## src/rtl/muldiv_pkg.sv

```systemverilog
// ============================================================================
// Module      : muldiv_pkg
// Description : Shared types and helpers for the RV32M multiply/divide block.
// Revision    : 1.0 - initial release
// ============================================================================
`default_nettype none

package muldiv_pkg;

   localparam int XLEN_DEFAULT = 32;
   localparam int DIV_CYCLES   = 32;

   typedef enum logic [2:0] {
      OP_MUL    = 3'b000,
      OP_MULH   = 3'b001,
      OP_MULHSU = 3'b010,
      OP_MULHU  = 3'b011,
      OP_DIV    = 3'b100,
      OP_DIVU   = 3'b101,
      OP_REM    = 3'b110,
      OP_REMU   = 3'b111
   } muldiv_op_e;

   typedef enum logic [2:0] {
      ST_IDLE = 3'd0,
      ST_MUL  = 3'd1,
      ST_DIV  = 3'd2,
      ST_FIX  = 3'd3,
      ST_DONE = 3'd4
   } muldiv_state_e;

   function automatic logic is_div(input muldiv_op_e op);
      return (op == OP_DIV) || (op == OP_DIVU) || (op == OP_REM) || (op == OP_REMU);
   endfunction

   function automatic logic is_rem(input muldiv_op_e op);
      return (op == OP_REM) || (op == OP_REMU);
   endfunction

   function automatic logic is_signed_x(input muldiv_op_e op);
      return (op == OP_MULH) || (op == OP_MULHSU) || (op == OP_DIV) || (op == OP_REM);
   endfunction

   function automatic logic is_signed_y(input muldiv_op_e op);
      return (op == OP_MULH) || (op == OP_DIV) || (op == OP_REM);
   endfunction

endpackage

`default_nettype wire

```

## src/rtl/muldiv_ctrl_div_iter.sv

```systemverilog
// ============================================================================
// Module      : div_iter
// Description : Unsigned radix-2 restoring divider, one quotient bit per step.
// Revision    : 1.0 - initial release
// ============================================================================
`default_nettype none

module div_iter
   import muldiv_pkg::*;
#(
   parameter int XLEN = XLEN_DEFAULT
) (
   input  logic            i_clk,
   input  logic            i_rst_n,
   input  logic            i_load,
   input  logic            i_step,
   input  logic [XLEN-1:0] i_dividend,
   input  logic [XLEN-1:0] i_divisor,
   output logic [XLEN-1:0] o_quo,
   output logic [XLEN-1:0] o_rem,
   output logic            o_done
);

   localparam int CNT_W = $clog2(DIV_CYCLES);

   logic [XLEN-1:0]  r_rem;
   logic [XLEN-1:0]  r_quo;
   logic [XLEN-1:0]  r_dvs;
   logic [CNT_W-1:0] r_cnt;
   logic [XLEN:0]    w_rem_sh;
   logic [XLEN:0]    w_diff;

   // Partial remainder stays below the divisor, so the shifted value fits XLEN+1 bits.
   assign w_rem_sh = {r_rem, r_quo[XLEN-1]};
   assign w_diff   = w_rem_sh - {1'b0, r_dvs};
   assign o_done   = i_step && (r_cnt == '0);
   assign o_quo    = r_quo;
   assign o_rem    = r_rem;

   always_ff @(posedge i_clk or negedge i_rst_n) begin
      if (!i_rst_n) begin
         r_rem <= '0;
         r_quo <= '0;
         r_dvs <= '0;
         r_cnt <= '0;
      end else if (i_load) begin
         r_rem <= '0;
         r_quo <= i_dividend;
         r_dvs <= i_divisor;
         r_cnt <= CNT_W'(DIV_CYCLES - 1);
      end else if (i_step) begin
         if (!w_diff[XLEN]) begin
            r_rem <= w_diff[XLEN-1:0];
            r_quo <= {r_quo[XLEN-2:0], 1'b1};
         end else begin
            r_rem <= w_rem_sh[XLEN-1:0];
            r_quo <= {r_quo[XLEN-2:0], 1'b0};
         end
         r_cnt <= r_cnt - 1'b1;
      end
   end

endmodule

`default_nettype wire

```

## src/rtl/muldiv_ctrl.sv

```systemverilog
// ============================================================================
// Module      : muldiv_ctrl
// Description : RV32M multiply/divide sequencer with handshake, flush and tag.
// Revision    : 1.0 - initial release
// ============================================================================
`default_nettype none

module muldiv_ctrl
   import muldiv_pkg::*;
#(
   parameter int XLEN  = XLEN_DEFAULT,
   parameter int TAG_W = 5
) (
   input  logic             i_clk,
   input  logic             i_rst_n,
   input  logic             i_valid,
   output logic             o_ready,
   input  logic [2:0]       i_op,
   input  logic [XLEN-1:0]  i_x,
   input  logic [XLEN-1:0]  i_y,
   input  logic [TAG_W-1:0] i_tag,
   input  logic             i_flush,
   output logic             o_valid,
   input  logic             i_ready,
   output logic [XLEN-1:0]  o_res,
   output logic [TAG_W-1:0] o_tag,
   output logic             o_busy
);

   localparam logic [XLEN-1:0] C_MIN_NEG = {1'b1, {(XLEN-1){1'b0}}};

   muldiv_state_e    r_state, w_next;
   muldiv_op_e       r_op;
   logic [XLEN-1:0]  r_x, r_y, r_res;
   logic [TAG_W-1:0] r_tag;
   logic             r_neg_q, r_neg_r;

   muldiv_op_e       w_in_op;
   logic             w_accept, w_div_load, w_div_step, w_div_done;
   logic             w_in_sx, w_in_sy, w_y_zero, w_ovf, w_special;
   logic [XLEN-1:0]  w_abs_x, w_abs_y, w_spec_res, w_quo, w_rem;
   logic [XLEN-1:0]  w_mul_res, w_fix_res;
   logic [2*XLEN-1:0] w_mx, w_my, w_prod;

   assign w_in_op   = muldiv_op_e'(i_op);
   assign w_in_sx   = is_signed_x(w_in_op) && i_x[XLEN-1];
   assign w_in_sy   = is_signed_y(w_in_op) && i_y[XLEN-1];
   assign w_abs_x   = w_in_sx ? -i_x : i_x;
   assign w_abs_y   = w_in_sy ? -i_y : i_y;
   assign w_y_zero  = (i_y == '0);
   assign w_ovf     = is_signed_x(w_in_op) && (i_x == C_MIN_NEG) && (i_y == '1);
   assign w_special = w_y_zero || w_ovf;

   // Divide-by-zero wins over overflow; y cannot be both zero and all-ones anyway.
   always_comb begin
      w_spec_res = '0;
      if (w_y_zero)
         w_spec_res = is_rem(w_in_op) ? i_x : '1;
      else
         w_spec_res = is_rem(w_in_op) ? '0 : C_MIN_NEG;
   end

   assign w_mx   = {{XLEN{is_signed_x(r_op) && r_x[XLEN-1]}}, r_x};
   assign w_my   = {{XLEN{is_signed_y(r_op) && r_y[XLEN-1]}}, r_y};
   assign w_prod = w_mx * w_my;
   assign w_mul_res = (r_op == OP_MUL) ? w_prod[XLEN-1:0] : w_prod[2*XLEN-1:XLEN];

   always_comb begin
      w_fix_res = '0;
      if (is_rem(r_op))
         w_fix_res = r_neg_r ? -w_rem : w_rem;
      else
         w_fix_res = r_neg_q ? -w_quo : w_quo;
   end

   assign w_div_step = (r_state == ST_DIV);

   div_iter #(
      .XLEN(XLEN)
   ) u_div_iter (
      .i_clk      (i_clk),
      .i_rst_n    (i_rst_n),
      .i_load     (w_div_load),
      .i_step     (w_div_step),
      .i_dividend (w_abs_x),
      .i_divisor  (w_abs_y),
      .o_quo      (w_quo),
      .o_rem      (w_rem),
      .o_done     (w_div_done)
   );

   always_ff @(posedge i_clk or negedge i_rst_n) begin
      if (!i_rst_n) r_state <= ST_IDLE;
      else          r_state <= w_next;
   end

   always_comb begin
      w_next     = r_state;
      w_accept   = 1'b0;
      w_div_load = 1'b0;
      unique case (r_state)
         ST_IDLE: begin
            if (i_valid && !i_flush) begin
               w_accept = 1'b1;
               if (!is_div(w_in_op)) begin
                  w_next = ST_MUL;
               end else if (w_special) begin
                  w_next = ST_DONE;
               end else begin
                  w_next     = ST_DIV;
                  w_div_load = 1'b1;
               end
            end
         end
         ST_MUL:  w_next = ST_DONE;
         ST_DIV:  if (w_div_done) w_next = ST_FIX;
         ST_FIX:  w_next = ST_DONE;
         ST_DONE: if (i_ready) w_next = ST_IDLE;
         default: w_next = ST_IDLE;
      endcase
      if (i_flush) w_next = ST_IDLE;
   end

   always_ff @(posedge i_clk or negedge i_rst_n) begin
      if (!i_rst_n) begin
         r_op    <= OP_MUL;
         r_x     <= '0;
         r_y     <= '0;
         r_tag   <= '0;
         r_res   <= '0;
         r_neg_q <= 1'b0;
         r_neg_r <= 1'b0;
      end else if (w_accept) begin
         r_op    <= w_in_op;
         r_x     <= i_x;
         r_y     <= i_y;
         r_tag   <= i_tag;
         r_neg_q <= w_in_sx ^ w_in_sy;
         r_neg_r <= w_in_sx;
         if (w_special && is_div(w_in_op)) r_res <= w_spec_res;
      end else if (!i_flush) begin
         if (r_state == ST_MUL)      r_res <= w_mul_res;
         else if (r_state == ST_FIX) r_res <= w_fix_res;
      end
   end

   assign o_ready = (r_state == ST_IDLE) && !i_flush;
   assign o_valid = (r_state == ST_DONE);
   assign o_busy  = (r_state != ST_IDLE);
   assign o_res   = r_res;
   assign o_tag   = r_tag;

endmodule

`default_nettype wire

```

## config.mk

```make
export PLATFORM = sky130hd
export DESIGN_NAME = muldiv_ctrl
export DESIGN_NICKNAME = d
export VERILOG_FILES = /design/src/rtl/muldiv_pkg.sv /design/src/rtl/muldiv_ctrl_div_iter.sv /design/src/rtl/muldiv_ctrl.sv
export SDC_FILE = /design/constraint.sdc
export NUM_CORES = 2
export LEC_CHECK = 0
export CORE_AREA = 5 5 454 456
export CTS_CLUSTER_DIAMETER = 50
export CTS_CLUSTER_SIZE = 28
export DETAILED_ROUTE_END_ITERATION = 8
export DIE_AREA = 0 0 459 461
export PLACE_DENSITY = 0.46
export REMOVE_ABC_BUFFERS = 1
export SLEW_MARGIN = 20
export SYNTH_ARGS = -nofsm -noshare
export SYNTH_HDL_FRONTEND = slang
export SYNTH_SLANG_ARGS = --single-unit
```

## constraint.sdc

```tcl
create_clock -name i_clk -period 9.6 [get_ports i_clk]
set_clock_uncertainty 0.2 [all_clocks]
set_input_delay 1.92 -clock i_clk [delete_from_list [all_inputs] [get_ports i_clk]]
set_output_delay 1.92 -clock i_clk [all_outputs]
set_load 0.1 [all_outputs]
```

Word-level counts from Yosys, hierarchy flattened
Index checks and enable logic that the tools add are counted.
{"block": "totals", "ff_bits": 210, "input_bits": 77, "out_inout_bits": 40, "wordCells": 114}
{"block": "op_classes", "n_addsub": 6, "mul": 1, "eq_ne": 22, "n_mux": 35, "bitwise_logic": 1, "reduce_logical": 37}
{"op": "$mux W32", "count": 19}
{"op": "$neg A32 Y32", "count": 4}
{"op": "$eq A32 B32 Y1 const B", "count": 2}
{"op": "$mul A33 B33 Y64", "count": 1}
{"op": "$sub A33 B32 Y33", "count": 1}
{"op": "$logic_not A32 Y1", "count": 1}
{"op": "$eq A3 B3 Y1 const B", "count": 8}
{"op": "$mux W3", "count": 6}
{"op": "$logic_or A1 B1 Y1", "count": 16}
{"op": "$eq A3 B2 Y1 const B", "count": 4}
{"op": "$pmux W3 S4", "count": 1}
{"op": "$logic_and A1 B1 Y1", "count": 10}
{"op": "$mux W5", "count": 2}
{"op": "$eq A3 B1 Y1 const B", "count": 3}
{"op": "$mux W1", "count": 7}
{"op": "$logic_not A3 Y1", "count": 2}
{"op": "$ne A3 B3 Y1 const B", "count": 2}
{"op": "$reduce_and A3 Y1", "count": 2}
{"op": "$reduce_bool A3 Y1", "count": 2}
{"op": "$logic_not A5 Y1", "count": 1}
{"op": "$sub A5 B1 Y5 const B", "count": 1}
{"op": "$ne A2 B1 Y1 const B", "count": 2}
{"op": "$ne A3 B2 Y1 const B", "count": 1}
{"op": "$reduce_bool A2 Y1", "count": 1}
{"op": "other kinds (3)", "count": 3}

Logic depth before layout (Yosys ltp)
{"block": "depth", "ltp_word": 12, "depth_mapped": 32, "ltp_nobuf": 29}

Cells and area by module
From an unflattened synthesis, not the netlist that was laid out.
{"block": "unflattened", "hier_cells": 6067, "area_unflattened_um2": 52524.1}
{"mod": "muldiv_ctrl", "n_inst": 1, "cells_each": 5309, "area_per_inst_um2": 46021.6, "seq_area_each_um2": 2727.6}
{"mod": "div_iter", "n_inst": 1, "cells_each": 758, "area_per_inst_um2": 6502.5, "seq_area_each_um2": 2527.4}

Least setup slack after synthesis
No wires, ideal clock.
{"block": "synth_timing", "kind": "reg2reg", "start": "register r_op[2]", "end": "register r_res[27], in the netlist o_res[27]", "t_arrival_ns": 8.436, "t_required_ns": 9.268, "setup_slack_ns": 0.832, "path_stages_with_launch": 28, "n_path_buf": 2, "cell_sequence": "dfrtp_1 or3_1 clkbuf_1 and3_1 clkbuf_1 nand2_1 inv_1 fa_1 fa_1 fa_1 inv_1 fa_1 inv_1 fa_1 fa_1 fa_1 inv_1 fa_1 inv_1 ha_1 a21o_1 a21o_1 a21oi_1 o21ai_0 o41ai_1 o21bai_1 xnor2_1 o21ai_0"}
{"block": "synth_via", "elab_chain_len": 10, "word_cells_on_any_way": 21, "classes_between": "mul: 1; eq/ne: 5; mux: 6; reduce/logical: 9"}
{"item": "start: declaration", "line_no": "muldiv_ctrl.sv:33", "text": "muldiv_op_e r_op;"}
{"item": "start signal: assignment", "line_no": "muldiv_ctrl.sv:134", "text": "r_op <= w_in_op;"}
{"item": "$eq A3 B1 Y1 or $eq A3 B2 Y1 (tied branches)", "line_no": "muldiv_pkg.sv:41, muldiv_pkg.sv:45"}
{"item": "$logic_or A1 B1 Y1 (3 in series)", "line_no": "muldiv_pkg.sv:41", "text": "return (op == OP_MULH) || (op == OP_MULHSU) || (op == OP_DIV) || (op == OP_REM);"}
{"item": "$logic_and A1 B1 Y1", "line_no": "muldiv_ctrl.sv:63", "text": "assign w_mx = {{XLEN{is_signed_x(r_op) && r_x[XLEN-1]}}, r_x};"}
{"item": "$mul A33 B33 Y64", "line_no": "muldiv_ctrl.sv:65", "text": "assign w_prod = w_mx * w_my;"}
{"item": "$mux W32", "line_no": "muldiv_ctrl.sv:66", "text": "assign w_mul_res = (r_op == OP_MUL) ? w_prod[XLEN-1:0] : w_prod[2*XLEN-1:XLEN];"}
{"item": "$mux W32 *", "line_no": "muldiv_ctrl.sv:142", "text": "if (r_state == ST_MUL) r_res <= w_mul_res;"}
{"item": "$mux W32 *", "line_no": "muldiv_ctrl.sv:141", "text": "end else if (!i_flush) begin"}
{"item": "$mux W32 *", "line_no": "muldiv_ctrl.sv:133", "text": "end else if (w_accept) begin"}
{"item": "end signal: assignment", "line_no": "muldiv_ctrl.sv:140", "text": "if (w_special && is_div(w_in_op)) r_res <= w_spec_res;"}
{"item": "end signal: assignment", "line_no": "muldiv_ctrl.sv:142"}
{"item": "end signal: assignment", "line_no": "muldiv_ctrl.sv:143", "text": "else if (r_state == ST_FIX) r_res <= w_fix_res;"}
{"item": "end: declaration", "line_no": "muldiv_ctrl.sv:34", "text": "logic [XLEN-1:0] r_x, r_y, r_res;"}
Mark *: on every way between the ends. The rest lies on a longest branch, timed or not. The select of a mux whose other input is x is not followed.
A chain may end at the register's enable or synchronous reset.

Worst setup path in the final report
{"block": "layout_timing", "start": "register r_y[5]", "end": "register r_res[19], in the netlist o_res[19]"}
{"block": "layout_via", "elab_chain_len": 5}
{"item": "start: declaration", "line_no": "muldiv_ctrl.sv:34"}
{"item": "start signal: assignment", "line_no": "muldiv_ctrl.sv:136", "text": "r_y <= i_y;"}
{"item": "$mul A33 B33 Y64", "line_no": "muldiv_ctrl.sv:65"}
{"item": "$mux W32", "line_no": "muldiv_ctrl.sv:66"}
{"item": "$mux W32", "line_no": "muldiv_ctrl.sv:142"}
{"item": "$mux W32", "line_no": "muldiv_ctrl.sv:141"}
{"item": "$mux W32", "line_no": "muldiv_ctrl.sv:133"}
No other way between the ends. The select of a mux whose other input is x is not followed.

==> impl_summary.log <==
[metrics] run status: finished clean
[metrics] width of the chip: 459 um
[metrics] H-tree levels: 2
[metrics] clock tree from TritonCTS: done
[metrics] initial detailed-routing violation count: 2449
[metrics] CTS root buffer: clkbuf_16
[metrics] first-pass GRT wire length: 273000 um
[metrics] count of buffer and inverter cells on the critical path: 4
[metrics] CP arrival: 9630 ps
[metrics] Hold Path Cell Cnt: 2
[metrics] row count: 165
[metrics] final cycle utilization of the critical path: 0.973
[metrics] cells after synthesis: 6021
[metrics] DIE AREA: 0.212 sq mm
[metrics] number of vias per cell: 4.64
[metrics] Chip Height: 461 um
[metrics] net total in the final layout: 7435
[metrics] launching element type of the critical path: register
[metrics] final design utilization: 0.288
[metrics] clk slew on worst S/H paths: 60 ps
[metrics] cell-by-cell trace of the critical path: buf_4 -> nand2_1 -> fa_1 -> fa_1 -> inv_1 -> fa_1 -> fa_1 -> inv_1 -> fa_1 -> fa_1 -> inv_1 -> fa_1 -> fa_1 -> ha_1 -> nand4_1 -> a2111oi_0 -> o21ai_0 -> a31oi_1 -> a21oi_1 -> o21ai_0 -> a41oi_1 -> xnor2_1 -> a211oi_1 -> o21ai_0
[metrics] Cell variety after synth: 77
[metrics] leading cell types by total area after synthesis: fa_1 43%, dfrtp_1 10%, inv_1 8.8%
[metrics] commonest register cell after synthesis: dfrtp_1
[metrics] setup repair after global routing missed its margin: false
[metrics] Clock Tree Buf Depth: 3
[metrics] CORE AREA: 0.201 sq mm
[metrics] post-detailed-route count of antenna-violating nets: 0
[metrics] number of optimization iterations in the first detailed-route pass: 7
[metrics] Seq cells post-synth: 210
[metrics] type of destination of the critical path: register
[metrics] via count: 40300
[metrics] final standard cell count with taps included and fillers excluded: 8688
[metrics] remaining routing DRC violations: 0
[metrics] Period minus WS final: 9340 ps
[metrics] vias in the first global route: 43800
[metrics] slew margin rel.: 0.236
[metrics] Seq/Total Area, Yosys: 0.101
[metrics] crit path max-delay cell type: dfrtp_1
[metrics] clock insertion delay at the later pin of the skew report: 580 ps
[metrics] TritonCTS sink count: 210
[metrics] wire length on met3: 5810 um
[metrics] fillers: 21600
[metrics] required time worst endpoint: 9880 ps
[metrics] gp weighted congestion: 0.855
[metrics] highest fanout seen on the critical path: 16
[metrics] Synth warnings: 0
[metrics] final setup violation count: 0
[metrics] average instance area after synthesis: 8.65 sq um
[metrics] Tightest Pin Transition: 1150 ps
[metrics] crit path setup slack, layout: 257 ps
[metrics] effective utilization at floorplan: 0.259
[metrics] max-slew violation count: 0
[metrics] worst-case reg-to-reg path depth: 24
[metrics] Syn Std Cell Area: 0.0521 sq mm
[metrics] number of flops mapped to enable cells by yosys: 0
[metrics] met2 wire length: 83900 um
[metrics] Min-Delay Startpoint: u_div_iter.r_dvs[2]
[metrics] number of instances in the placed design: 8608
[metrics] worst hold path endpoint: u_div_iter.r_dvs[2]
[metrics] Maximum Capacitance Violations: 0
[metrics] uppermost layer routed: met4
[metrics] pin count of the biggest net entering global routing: 110
[metrics] DRT met1 WL: 77200 um
[metrics] Total Routed Length: 173000 um
[metrics] end of the worst register-to-register path: o_res[19]
[metrics] fraction of layout cells with a size suffix above 1: 0.0436
[metrics] input/output buffers: 116
[metrics] synth-to-layout area growth: 11.4%
[metrics] Top Ports: 117
[metrics] highest-count cells in the layout ignoring fill and taps: 1227 x inv_1, 1159 x nand2_1, 1124 x fa_1
[metrics] grt ovf: 0
[metrics] WL per Instance: 19.9 um
[metrics] worst reg2reg path startpoint: r_y[5]
[metrics] classification of the worst-slack hold path: register to register
[metrics] aggregate negative setup slack: 0 ps
[metrics] Peak Freq: 107 MHz
[metrics] cell mode on critical path: fa_1
[metrics] Crit path largest cell delay: 900 ps
[metrics] setup slack at placement: 265 ps
[metrics] CP delay by family, top: adder cells
[metrics] share of synthesized flip-flops with an asynchronous set or reset: 1.00
[metrics] number of CTS-inserted buffers: 43
[metrics] Fin. Hold Viols: 0
[metrics] worst setup path class: register to register
[metrics] overall global routing resource usage: 0.165
[metrics] number of antenna violations at the first check in global routing: 4
[metrics] commonest non-fill, non-tap cell in the layout: inv_1
[metrics] fraction of post-synthesis cell area in the top cell type by area: 0.433
[metrics] minimum setup slack among reg-to-reg paths: 260 ps
[metrics] # Post-CTS Setup Buffers: 0
[metrics] half-perimeter wire length after detailed placement: 143000 um
[metrics] top cell type by total area after synthesis: fa_1
==> synthesized netlist by cell type, types with 18 or more instances <==
master / instances
nand3_1: 92
inv_1: 1227
xor2_1: 73
dfrtp_1: 210
a21oi_1: 148
ha_1: 251
nand4_1: 26
nand2_1: 1161
o31ai_1: 43
and2_1: 325
a21o_1: 47
o21ai_0: 220
xnor2_1: 139
nand2b_1: 18
nor3_1: 39
a221o_1: 28
o21a_1: 20
a211oi_1: 23
or3_1: 24
clkbuf_1: 312
nor2_1: 189
fa_1: 1126
==> layout make-up <==
| class | instances | area, sq um | share of cell area |
|---|---|---|---|
| antenna | 2 | 5.00 | 0.0000863 |
| clock buffer | 48 | 1150 | 0.0198 |
| clock inverter | 30 | 404 | 0.00697 |
| inverter | 1227 | 4610 | 0.0794 |
| multi-input combinational | 4250 | 41000 | 0.707 |
| sequential | 210 | 5260 | 0.0906 |
| tap | 2672 | 3340 | 0.0576 |
| timing repair buffer | 249 | 2260 | 0.0390 |
==> routing by layer <==
layer,global-route usage,vias up
li1,-,18200
met5,0,-
met1,0.225,21100
met4,0.0444,0
met3,0.0123,163
met2,0.285,859
==> cells by family after synthesis <==
logic type	share of synthesized area
fa+ha+maj	0.493
flops	0.101
mux	0.00178
simple gates	0.170
compound gates	0.0856
xor+xnor	0.0357
buf+inv	0.113
==> worst register-to-register path, stage by stage, from the launching register on <==
cell       delay, ps
dfrtp_1          900
buf_4            370
nand2_1          100
fa_1             440
fa_1             390
inv_1             90
fa_1             480
fa_1             580
inv_1             70
fa_1             490
fa_1             560
inv_1             50
fa_1             500
fa_1             460
ha_1             460
nand4_1          130
a2111oi_0        640
o21ai_0          320
a31oi_1          370
a21oi_1          220
o21ai_0          370
a41oi_1          190
xnor2_1          530
a211oi_1         160
o21ai_0          170
==> flip-flops by register name, indices dropped and copies added, names as in the netlist <==
signal / flops
r_neg_r: 1
u_div_iter.r_cnt: 5
o_res: 32
u_div_iter.o_rem: 32
u_div_iter.o_quo: 32
u_div_iter.r_dvs: 32
o_tag: 5
r_op: 3
r_neg_q: 1
r_x: 32
r_state: 3
r_y: 32
==> per-stage QoR <==
stage	hold slack, ps	cell area [sq um]
global placement	259	56400
finish	277	58000
CTS	282	58000
global route	306	58000
detailed placement	266	56400
floorplan	250	50800
==> worst max-delay path by stage <==
stage                 to  slack [ps]    start  cells after the start
2_1_floorplan  o_res[27]         380  r_op[2]                     25
4_1_cts        o_res[24]         160  r_op[2]                     29
3_3_place_gp   o_res[19]         280   r_y[1]                     24
6_report       o_res[19]         260   r_y[5]                     24
5_1_grt        o_res[24]           3  r_op[2]                     29
3_5_place_dp   o_res[24]         260  r_op[2]                     29
==> what timing repair did <==
| action | in CTS | in global routing |
|---|---|---|
| hold buffers | 0 | 0 |
| gates resized for setup | 0 | 5 |
| endpoints found under the setup margin | 0 | 13 |
| hold endpoints to repair | 0 | 0 |
Power is left out: the tool's default activity adds up to more than one toggle a clock period on the data nets, which glitch-free logic cannot reach.
